===== src/rtl/tick_gen_pkg.sv =====
// Shared constants, divisor type and the divisor clamp helper for the tick generator.
package tick_gen_pkg;

    localparam int CNT_W_DEFAULT = 26;

    typedef logic [CNT_W_DEFAULT-1:0] div_t;

    // A divisor of 0 could never wrap, so it is treated as 1 (tick every active cycle).
    function automatic logic [63:0] clamp_div(input logic [63:0] d);
        return (d == 64'd0) ? 64'd1 : d;
    endfunction

endpackage


===== src/rtl/tick_gen_if.sv =====
// Control, configuration and tick bundle between a tick_gen and its user.
interface tick_gen_if
    import tick_gen_pkg::*;
#(
    parameter int NUM_CH = 4,
    parameter int CNT_W  = CNT_W_DEFAULT
);

    localparam int CH_W = (NUM_CH > 1) ? $clog2(NUM_CH) : 1;

    logic              en;
    logic [NUM_CH-1:0] ch_en;
    logic              sync;
    logic              cfg_valid;
    logic              cfg_ready;
    logic [CH_W-1:0]   cfg_ch;
    logic [CNT_W-1:0]  cfg_div;
    logic [NUM_CH-1:0] tick;
    logic [NUM_CH-1:0] square;
    logic [NUM_CH-1:0] div_pending;

    modport master (
        output en, ch_en, sync, cfg_valid, cfg_ch, cfg_div,
        input  cfg_ready, tick, square, div_pending
    );

    modport slave (
        input  en, ch_en, sync, cfg_valid, cfg_ch, cfg_div,
        output cfg_ready, tick, square, div_pending
    );

endinterface


===== src/rtl/tick_gen_ch.sv =====
// One tick channel: counter, active/shadow divisor, pending flag, tick and square.
// The square toggle flop exists only when TICK_GEN_SQUARE_EN is defined.
module tick_gen_ch
    import tick_gen_pkg::*;
#(
    parameter int               CNT_W     = CNT_W_DEFAULT,
    parameter logic [CNT_W-1:0] RESET_DIV = 1
) (
    input  logic             clk,
    input  logic             rst,
    input  logic             active,
    input  logic             sync,
    input  logic             wr,
    input  logic [CNT_W-1:0] wr_div,
    output logic             tick,
    output logic             square,
    output logic             pend
);

    localparam logic [CNT_W-1:0] RESET_DIV_C = CNT_W'(clamp_div(64'(RESET_DIV)));

    logic [CNT_W-1:0] cnt;
    logic [CNT_W-1:0] div;
    logic [CNT_W-1:0] shadow;
    logic [CNT_W-1:0] wr_div_c;
    logic             wrap;
    logic             apply;

    assign wr_div_c = CNT_W'(clamp_div(64'(wr_div)));
    assign wrap     = active && (cnt == div - CNT_W'(1));
    // A waiting divisor lands on a wrap or whenever the channel is idle, so it never cuts a period short.
    assign apply    = pend && (wrap || !active);

    always_ff @(posedge clk) begin
        if (rst) begin
            cnt    <= '0;
            div    <= RESET_DIV_C;
            shadow <= RESET_DIV_C;
            pend   <= 1'b0;
            tick   <= 1'b0;
        end else if (sync) begin
            cnt    <= '0;
            tick   <= 1'b0;
            pend   <= 1'b0;
            div    <= wr ? wr_div_c : shadow;
            shadow <= wr ? wr_div_c : shadow;
        end else begin
            if (wrap) begin
                cnt  <= '0;
                tick <= 1'b1;
            end else if (active) begin
                cnt  <= cnt + CNT_W'(1);
                tick <= 1'b0;
            end else begin
                tick <= 1'b0;
            end
            if (apply) begin
                div <= shadow;
            end
            if (wr) begin
                shadow <= wr_div_c;
                pend   <= 1'b1;
            end else if (apply) begin
                pend <= 1'b0;
            end
        end
    end

`ifdef TICK_GEN_SQUARE_EN
    always_ff @(posedge clk) begin
        if (rst || sync) begin
            square <= 1'b0;
        end else if (wrap) begin
            square <= ~square;
        end
    end
`else
    assign square = 1'b0;
`endif

endmodule


===== src/rtl/tick_gen.sv =====
// Multi-channel tick generator: NUM_CH tick_gen_ch instances plus divisor-write decode.
// Square outputs are built only with TICK_GEN_SQUARE_EN defined.
module tick_gen
    import tick_gen_pkg::*;
#(
    parameter int                      INPUT_FREQ  = 50_000_000,
    parameter int                      NUM_CH      = 4,
    parameter int                      CNT_W       = CNT_W_DEFAULT,
    parameter logic [NUM_CH*CNT_W-1:0] DEFAULT_DIV = {NUM_CH{CNT_W'(INPUT_FREQ / 1000)}}
) (
    input  logic       clk,
    input  logic       rst,
    tick_gen_if.slave  bus
);

    logic              cfg_ready_q;
    logic [NUM_CH-1:0] tick_v;
    logic [NUM_CH-1:0] square_v;
    logic [NUM_CH-1:0] pend_v;

    // Registered ready: writes presented while it is still low after reset are dropped.
    always_ff @(posedge clk) begin
        if (rst) begin
            cfg_ready_q <= 1'b0;
        end else begin
            cfg_ready_q <= 1'b1;
        end
    end

    for (genvar i = 0; i < NUM_CH; i++) begin : g_ch
        logic wr;

        assign wr = bus.cfg_valid && cfg_ready_q && (int'(bus.cfg_ch) == i);

        tick_gen_ch #(
            .CNT_W     (CNT_W),
            .RESET_DIV (DEFAULT_DIV[i*CNT_W +: CNT_W])
        ) u_ch (
            .clk    (clk),
            .rst    (rst),
            .active (bus.en && bus.ch_en[i]),
            .sync   (bus.sync),
            .wr     (wr),
            .wr_div (bus.cfg_div),
            .tick   (tick_v[i]),
            .square (square_v[i]),
            .pend   (pend_v[i])
        );
    end

    assign bus.cfg_ready   = cfg_ready_q;
    assign bus.tick        = tick_v;
    assign bus.square      = square_v;
    assign bus.div_pending = pend_v;

endmodule


===== src/flat_wrapper.sv =====
// flat-port wrapper written by rule: the top's interface ports become plain ports
module tick_gen_flat import tick_gen_pkg::*;
#(
    parameter int                      INPUT_FREQ  = 50_000_000,
    parameter int                      NUM_CH      = 4,
    parameter int                      CNT_W       = CNT_W_DEFAULT,
    parameter logic [NUM_CH*CNT_W-1:0] DEFAULT_DIV = {NUM_CH{CNT_W'(INPUT_FREQ / 1000)}}
)
  (clk, rst, bus_en, bus_ch_en, bus_sync, bus_cfg_valid, bus_cfg_ch, bus_cfg_div, bus_cfg_ready, bus_tick, bus_square, bus_div_pending);
  tick_gen_if #(.NUM_CH(NUM_CH), .CNT_W(CNT_W)) bus_i ();
  input  logic clk;
  input  logic rst;
  input wire logic [$bits(bus_i.en)-1:0] bus_en;
  input wire logic [$bits(bus_i.ch_en)-1:0] bus_ch_en;
  input wire logic [$bits(bus_i.sync)-1:0] bus_sync;
  input wire logic [$bits(bus_i.cfg_valid)-1:0] bus_cfg_valid;
  input wire logic [$bits(bus_i.cfg_ch)-1:0] bus_cfg_ch;
  input wire logic [$bits(bus_i.cfg_div)-1:0] bus_cfg_div;
  output wire logic [$bits(bus_i.cfg_ready)-1:0] bus_cfg_ready;
  output wire logic [$bits(bus_i.tick)-1:0] bus_tick;
  output wire logic [$bits(bus_i.square)-1:0] bus_square;
  output wire logic [$bits(bus_i.div_pending)-1:0] bus_div_pending;
  assign bus_i.en = bus_en;
  assign bus_i.ch_en = bus_ch_en;
  assign bus_i.sync = bus_sync;
  assign bus_i.cfg_valid = bus_cfg_valid;
  assign bus_i.cfg_ch = bus_cfg_ch;
  assign bus_i.cfg_div = bus_cfg_div;
  assign bus_cfg_ready = bus_i.cfg_ready;
  assign bus_tick = bus_i.tick;
  assign bus_square = bus_i.square;
  assign bus_div_pending = bus_i.div_pending;
  tick_gen #(.INPUT_FREQ(INPUT_FREQ), .NUM_CH(NUM_CH), .CNT_W(CNT_W), .DEFAULT_DIV(DEFAULT_DIV)) u_core (.clk(clk), .rst(rst), .bus(bus_i));
endmodule

===== config.mk =====
export PLATFORM = sky130hd
export DESIGN_NAME = tick_gen_flat
export DESIGN_NICKNAME = d
export VERILOG_FILES = /design/src/rtl/tick_gen_pkg.sv /design/src/rtl/tick_gen_if.sv /design/src/rtl/tick_gen_ch.sv /design/src/rtl/tick_gen.sv /design/src/flat_wrapper.sv
export SDC_FILE = /design/constraint.sdc
export NUM_CORES = 1
export LEC_CHECK = 0
export ABC_AREA = 1
export CAP_MARGIN = 20
export CORE_AREA = 8 8 182 184
export CTS_BUF_LIST = sky130_fd_sc_hd__clkbuf_8
export DETAILED_ROUTE_END_ITERATION = 7
export DIE_AREA = 0 0 190 192
export PLACE_DENSITY = 0.88
export REMOVE_ABC_BUFFERS = 1
export SYNTH_ARGS = -nofsm -noshare
export SYNTH_HDL_FRONTEND = slang
export SYNTH_SLANG_ARGS = --single-unit

===== constraint.sdc =====
create_clock -name clk -period 6.7 [get_ports clk]
set_input_delay 1.005 -clock clk [delete_from_list [all_inputs] [get_ports clk]]
set_output_delay 1.005 -clock clk [all_outputs]
set_load 0.005 [all_outputs]

Word level (Yosys, flattened, before mapping)
Cells that the tools add are included.
W data, S select, Z words.

cells by class
  add/sub/neg operators = 8
  eq/ne operators = 7
  muxes and demuxes = 26
  reductions and logical operators = 40

operators with widths
  kind                     number
  $mux W26                 13
  $add A26 B1 Y26 const B  4
  $eq A26 B26 Y1           4
  $sub A26 B1 Y26 const B  4
  $logic_not A26 Y1        1
  $logic_and A1 B1 Y1      17
  $reduce_bool A2 Y1       8
  $mux W1                  13
  $reduce_or A3 Y1         4
  $eq A2 B2 Y1 const B     2
  $logic_not A1 Y1         4
  $logic_or A1 B1 Y1       4
  $eq A2 B1 Y1 const B     1
  $logic_not A2 Y1         1
  $reduce_or A2 Y1         1

storage, ports and cells
  flip-flop bits (word level) = 321
  bits of input ports = 37
  output and inout bits = 13
  word-level logic and storage cells = 102

Longest topological paths before layout
  depth after elaboration = 7
  gate-level depth with buffers = 21
  gate-level depth less buffers = 21

Hierarchy
Synthesis repeated with hierarchy kept, for this count alone.

second synthesis, totals
  cells, all modules = 3043
  area total of the unflattened synthesis = 19444.9 um^2

by module, submodules not included
  module                                 times used  cells each  area each (um^2)  seq. area each (um^2)
  tick_gen_ch (u_core.g_ch[0].u_ch ...)  3           754         4839.6            1601.5
  tick_gen_ch (u_core.g_ch[3].u_ch)      1           760         4830.9            1601.5
  tick_gen                               1           21          95.1              20.0

Worst setup path before layout
Ideal clock, no wire load.

  path type = input to register
  from = input bus_ch_en[0]
  to = register u_core.g_ch[0].u_ch.cnt[22]
  library setup time = 0.117 ns
  data arrival time = 2.505 ns
  data required time = 6.583 ns
  setup slack = 4.078 ns
  stages on the path = 14
  path buffers = 0
  cell sequence = nand2_1 -> nor3_2 -> nand3_1 -> inv_1 -> nand3_1 -> nor2_1 -> inv_1 -> nor2_1 -> inv_1 -> nor2_1 -> inv_1 -> nor3_1 -> xor2_1 -> nor2_1

on the way
  cells in the longest elaborated chain, start to end = 3

RTL lines
  item                        RTL line            text
  start: declaration          flat_wrapper.sv:14  input wire logic [$bits(bus_i.ch_en)-1:0] bus_ch_en;
  $logic_and A1 B1 Y1 (*)     tick_gen.sv:41      .active (bus.en && bus.ch_en[i]),
  $logic_and A1 B1 Y1         tick_gen_ch.sv:30   assign wrap = active && (cnt == div - CNT_W'(1));
  $reduce_or A3 Y1 (no line)  -
  end signal: assignment      tick_gen_ch.sv:52   cnt <= cnt + CNT_W'(1);
  end: declaration            tick_gen_ch.sv:22   logic [CNT_W-1:0] cnt;

Mark *: on every way between the ends. The rest lies on a longest branch, timed or not.
A chain may end at the register's enable or synchronous reset.

Final worst setup path
  from = register u_core.g_ch[1].u_ch.div[0]
  to = register u_core.g_ch[1].u_ch.div[8]

on the way
  cells in the longest elaborated chain, start to end = 6

RTL lines
  item                          RTL line           text
  start: declaration            tick_gen_ch.sv:23  logic [CNT_W-1:0] div;
  start signal: assignment      tick_gen_ch.sv:45  div <= wr ? wr_div_c : shadow;
  start signal: assignment      tick_gen_ch.sv:58  div <= shadow;
  $sub A26 B1 Y26               tick_gen_ch.sv:30
  $eq A26 B26 Y1                tick_gen_ch.sv:30
  $logic_and A1 B1 Y1           tick_gen_ch.sv:30
  $logic_or A1 B1 Y1            tick_gen_ch.sv:32  assign apply = pend && (wrap || !active);
  $logic_and A1 B1 Y1           tick_gen_ch.sv:32
  $reduce_bool A2 Y1 (no line)  -

Every way passes these cells.

==> reports/results.txt <==
CP max stage delay -> 0.62 ns
number of fill cells in the layout -> 2684
Vias -> 17800
IO Pins -> 50
part of the Yosys area used for sequential elements -> 36.0%
hold_buf cts -> 0
crit path launch type -> flop
vias in the first global route -> 16400
total gr overflow -> 0
Seq cells post-synth -> 321
CP cell instances -> inv_1 -> ha_1 -> nand2_2 -> nor2_4 -> nand2_1 -> o21bai_1 -> nand3_1 -> nor2_1 -> nand2_1 -> nor2_1 -> nand2_1 -> nand2_2 -> nand2_2 -> nand2_1 -> inv_1 -> nand2_1 -> nand3_1
Static Leak -> 7.83 nW
worst-margin pin slew -> 1.00 ns
Hold Crit Class -> reg2reg
peak supply drop -> 0.000178 V
Final Hold Fails -> 0
max frequency -> 282 MHz
Crit. End Element -> flop
most used routing layer -> met2
Max Root-Sink Buffers -> 3
crit-path most repeated cell -> nand2_1
Starting Density -> 59.2%
die width -> 190 um
Post-DRT Antenna Nets -> 0
CTS tree -> built
area of the mapped netlist -> 17900 sq um
n_diodes -> 0
drt total wl -> 47500 um
worst hold slack -> 0.491 ns
max-cap viol count -> 0
Final period util -> 53.0%
GPL Wtd Cong -> 0.929
Synth Warn # -> 0
largest net degree at the start of global routing -> 140
Remaining DRCs -> 0
die height -> 192 um
CP Max Fanout -> 21
Worst EP required -> 7.17 ns
number of flops mapped to enable cells by yosys -> 0
final setup vio count -> 0
post-CTS sizing -> 0
Crit-path slowest cell -> nand2_1
Setup TNS Final -> 0 ns
Vias/cell -> 5.58
Post-Syn Instances -> 2761
status -> complete, no violations
initial antenna violation count -> 0
met3 GRT Util -> 4.85%
grt met2 use -> 41.7%
synthesized area per cell -> 6.47 sq um
clock slew at reported path FFs -> 0.07 ns
Overall Global Routing Usage -> 25.4%
Final Skew -> 0.0231 ns
DRT Pass-1 Iters -> 6
Core Region -> 30200 sq um
clock sinks -> 321
RSZ-0062 raised after global routing -> no
post-DP HPWL -> 33900 um
setup bufs post-CTS -> 0
post-DR wirelength/cell -> 14.9 um
first-pass GRT wire length -> 77600 um
critical path type -> reg2reg
Port Buffers -> 45
post-synth cell types -> 45
Root Driver -> clkbuf_8
final instance area -> 19400 sq um
Bufs and invs on worst path -> 2
fin crit period -> 3.55 ns
drt initial violations -> 1665
delay-heaviest family, CP -> simple AND/OR/NAND/NOR gates
Num CTS Buffers -> 52
Slew headroom -> 33.2%
top_reg_cell synth -> dfxtp_1
nets -> 2798
H-tree Lvls -> 2
clk_lat worst skew -> 0.60 ns
M1 GR Usage -> 31.2%
Layout area overhead -> 8.60%
Placed Area -> 18300 sq um
share of layout cells above drive strength 1 -> 5.48%
FFs w/ async S/R, synth -> 0%
total die area -> 36500 sq um
total power -> 4.06 mW
Critical Path AT -> 4.02 ns
Power Density -> 209 nW/um^2
Slew Limit Fails -> 0
FP Rows -> 64
==> per-layer routing <==
metal  vias up  part of all wire, %  routed length (um)
met4         0                  4.6                2200
li1       8884                    -                   -
met1      8105                   42               20000
met2       628                   46               21900
met5         -                    0                   0
met3       162                  7.3                3460
==> where the power goes <==
| group | switching (mW) | total [mW] | internal (mW) |
|---|---|---|---|
| Sequential | 0.0421 | 1.99 | 1.95 |
| Clock | 0.787 | 1.69 | 0.906 |
| Combinational | 0.258 | 0.374 | 0.116 |
| Total | 1.09 | 4.06 | 2.97 |
==> layout by cell type, fill, tap and decap left out, types with 3 or more instances in the layout <==
cell type / count
a211oi_1: 7
a21oi_1: 162
a31oi_1: 3
buf_4: 9
clkbuf_8: 68
clkdlybuf4s50_1: 44
clkinv_2: 6
conb_1: 4
dfxtp_1: 321
ha_1: 8
inv_1: 248
inv_2: 7
nand2_1: 729
nand2_2: 17
nand3_1: 221
nand3_2: 5
nand3b_1: 19
nand4_1: 66
nor2_1: 410
nor2_2: 13
nor2_4: 6
nor3_1: 34
nor3_2: 6
nor3b_1: 9
nor4_1: 15
o211ai_1: 4
o21ai_0: 184
o21ai_1: 4
o21bai_1: 7
or2_2: 7
xnor2_1: 55
xor2_1: 76
==> synthesized netlist by cell type (8+ instances only) <==
cell type / number / area, sq um
nand2_1: 729 / 2740
nor2_1: 410 / 1540
dfxtp_1: 321 / 6430
inv_1: 231 / 867
nand3_1: 222 / 1110
o21ai_0: 184 / 921
a21oi_1: 162 / 811
clkbuf_1: 76 / 285
xor2_1: 76 / 666
nand4_1: 66 / 413
xnor2_1: 55 / 482
nor3_1: 36 / 180
nand3b_1: 19 / 143
nand2_2: 17 / 106
buf_2: 15 / 75.1
buf_4: 15 / 113
nor4_1: 15 / 93.8
nor2_2: 13 / 81.3
nor3b_1: 9 / 67.6
ha_1: 8 / 100
==> sequential cells by signal (all words and copies together) (netlist names) <==
name	flops
u_core.bus.cfg_ready	1
u_core.g_ch.u_ch.cnt	104
u_core.g_ch.u_ch.div	104
u_core.g_ch.u_ch.pend	4
u_core.g_ch.u_ch.shadow	104
u_core.g_ch.u_ch.tick	4
==> metrics by stage <==
step | setup slack, ns | cells | utilization [%]
floorplan | 0.177 | 2645 | -
global placement | 2.85 | 3094 | 60.7
detailed placement | 2.74 | 3094 | 60.7
CTS | 3.20 | 3188 | 64.2
global route | 2.80 | 3189 | 64.3
finish | 3.15 | 3189 | 64.3
==> logic make-up after synthesis <==
family                   share of synthesized area (%)
AO/OA/AOI/OAI                                     10.9
XOR/XNOR                                          6.55
adder cells (fa/ha/maj)                          0.560
buffers and inverters                             8.23
flip-flops                                        36.0
other                                           0.0210
AND/OR/NAND/NOR                                   37.8
==> path summary, 6_finish.rpt <==
check | from | end | slack (ns) | cells after the start
hold reg to reg | u_core.g_ch[2].u_ch.cnt[24]$_SDFFE_PP0P_ | u_core.g_ch[2].u_ch.cnt[24]$_SDFFE_PP0P_ | 0.49 | 2
setup / recovery | u_core.g_ch[1].u_ch.div[0]$_SDFFE_PP0P_ | u_core.g_ch[1].u_ch.div[8]$_SDFFE_PP1P_ | 3.15 | 17
setup reg to reg | u_core.g_ch[1].u_ch.div[0]$_SDFFE_PP0P_ | u_core.g_ch[1].u_ch.div[8]$_SDFFE_PP1P_ | 3.15 | 17
hold / removal | u_core.g_ch[2].u_ch.cnt[24]$_SDFFE_PP0P_ | u_core.g_ch[2].u_ch.cnt[24]$_SDFFE_PP0P_ | 0.49 | 2
==> area by class of cell <==
| cell class | instances | area [sq um] | share of cell area (%) |
|---|---|---|---|
| timing repair buffer | 54 | 536 | 2.76 |
| multi-input combinational | 2085 | 10000 | 51.5 |
| clock buffer | 68 | 936 | 4.82 |
| sequential | 321 | 6430 | 33.1 |
| tap | 396 | 495 | 2.55 |
| clock inverter | 26 | 114 | 0.587 |
| inverter | 239 | 902 | 4.65 |
==> worst min-delay path: stages, from the launching register on <==
cell and delay, ns:
dfxtp_1 0.33, nand2_1 0.07, a21oi_1 0.05
No activity file was read; power rests on OpenSTA's default activity.
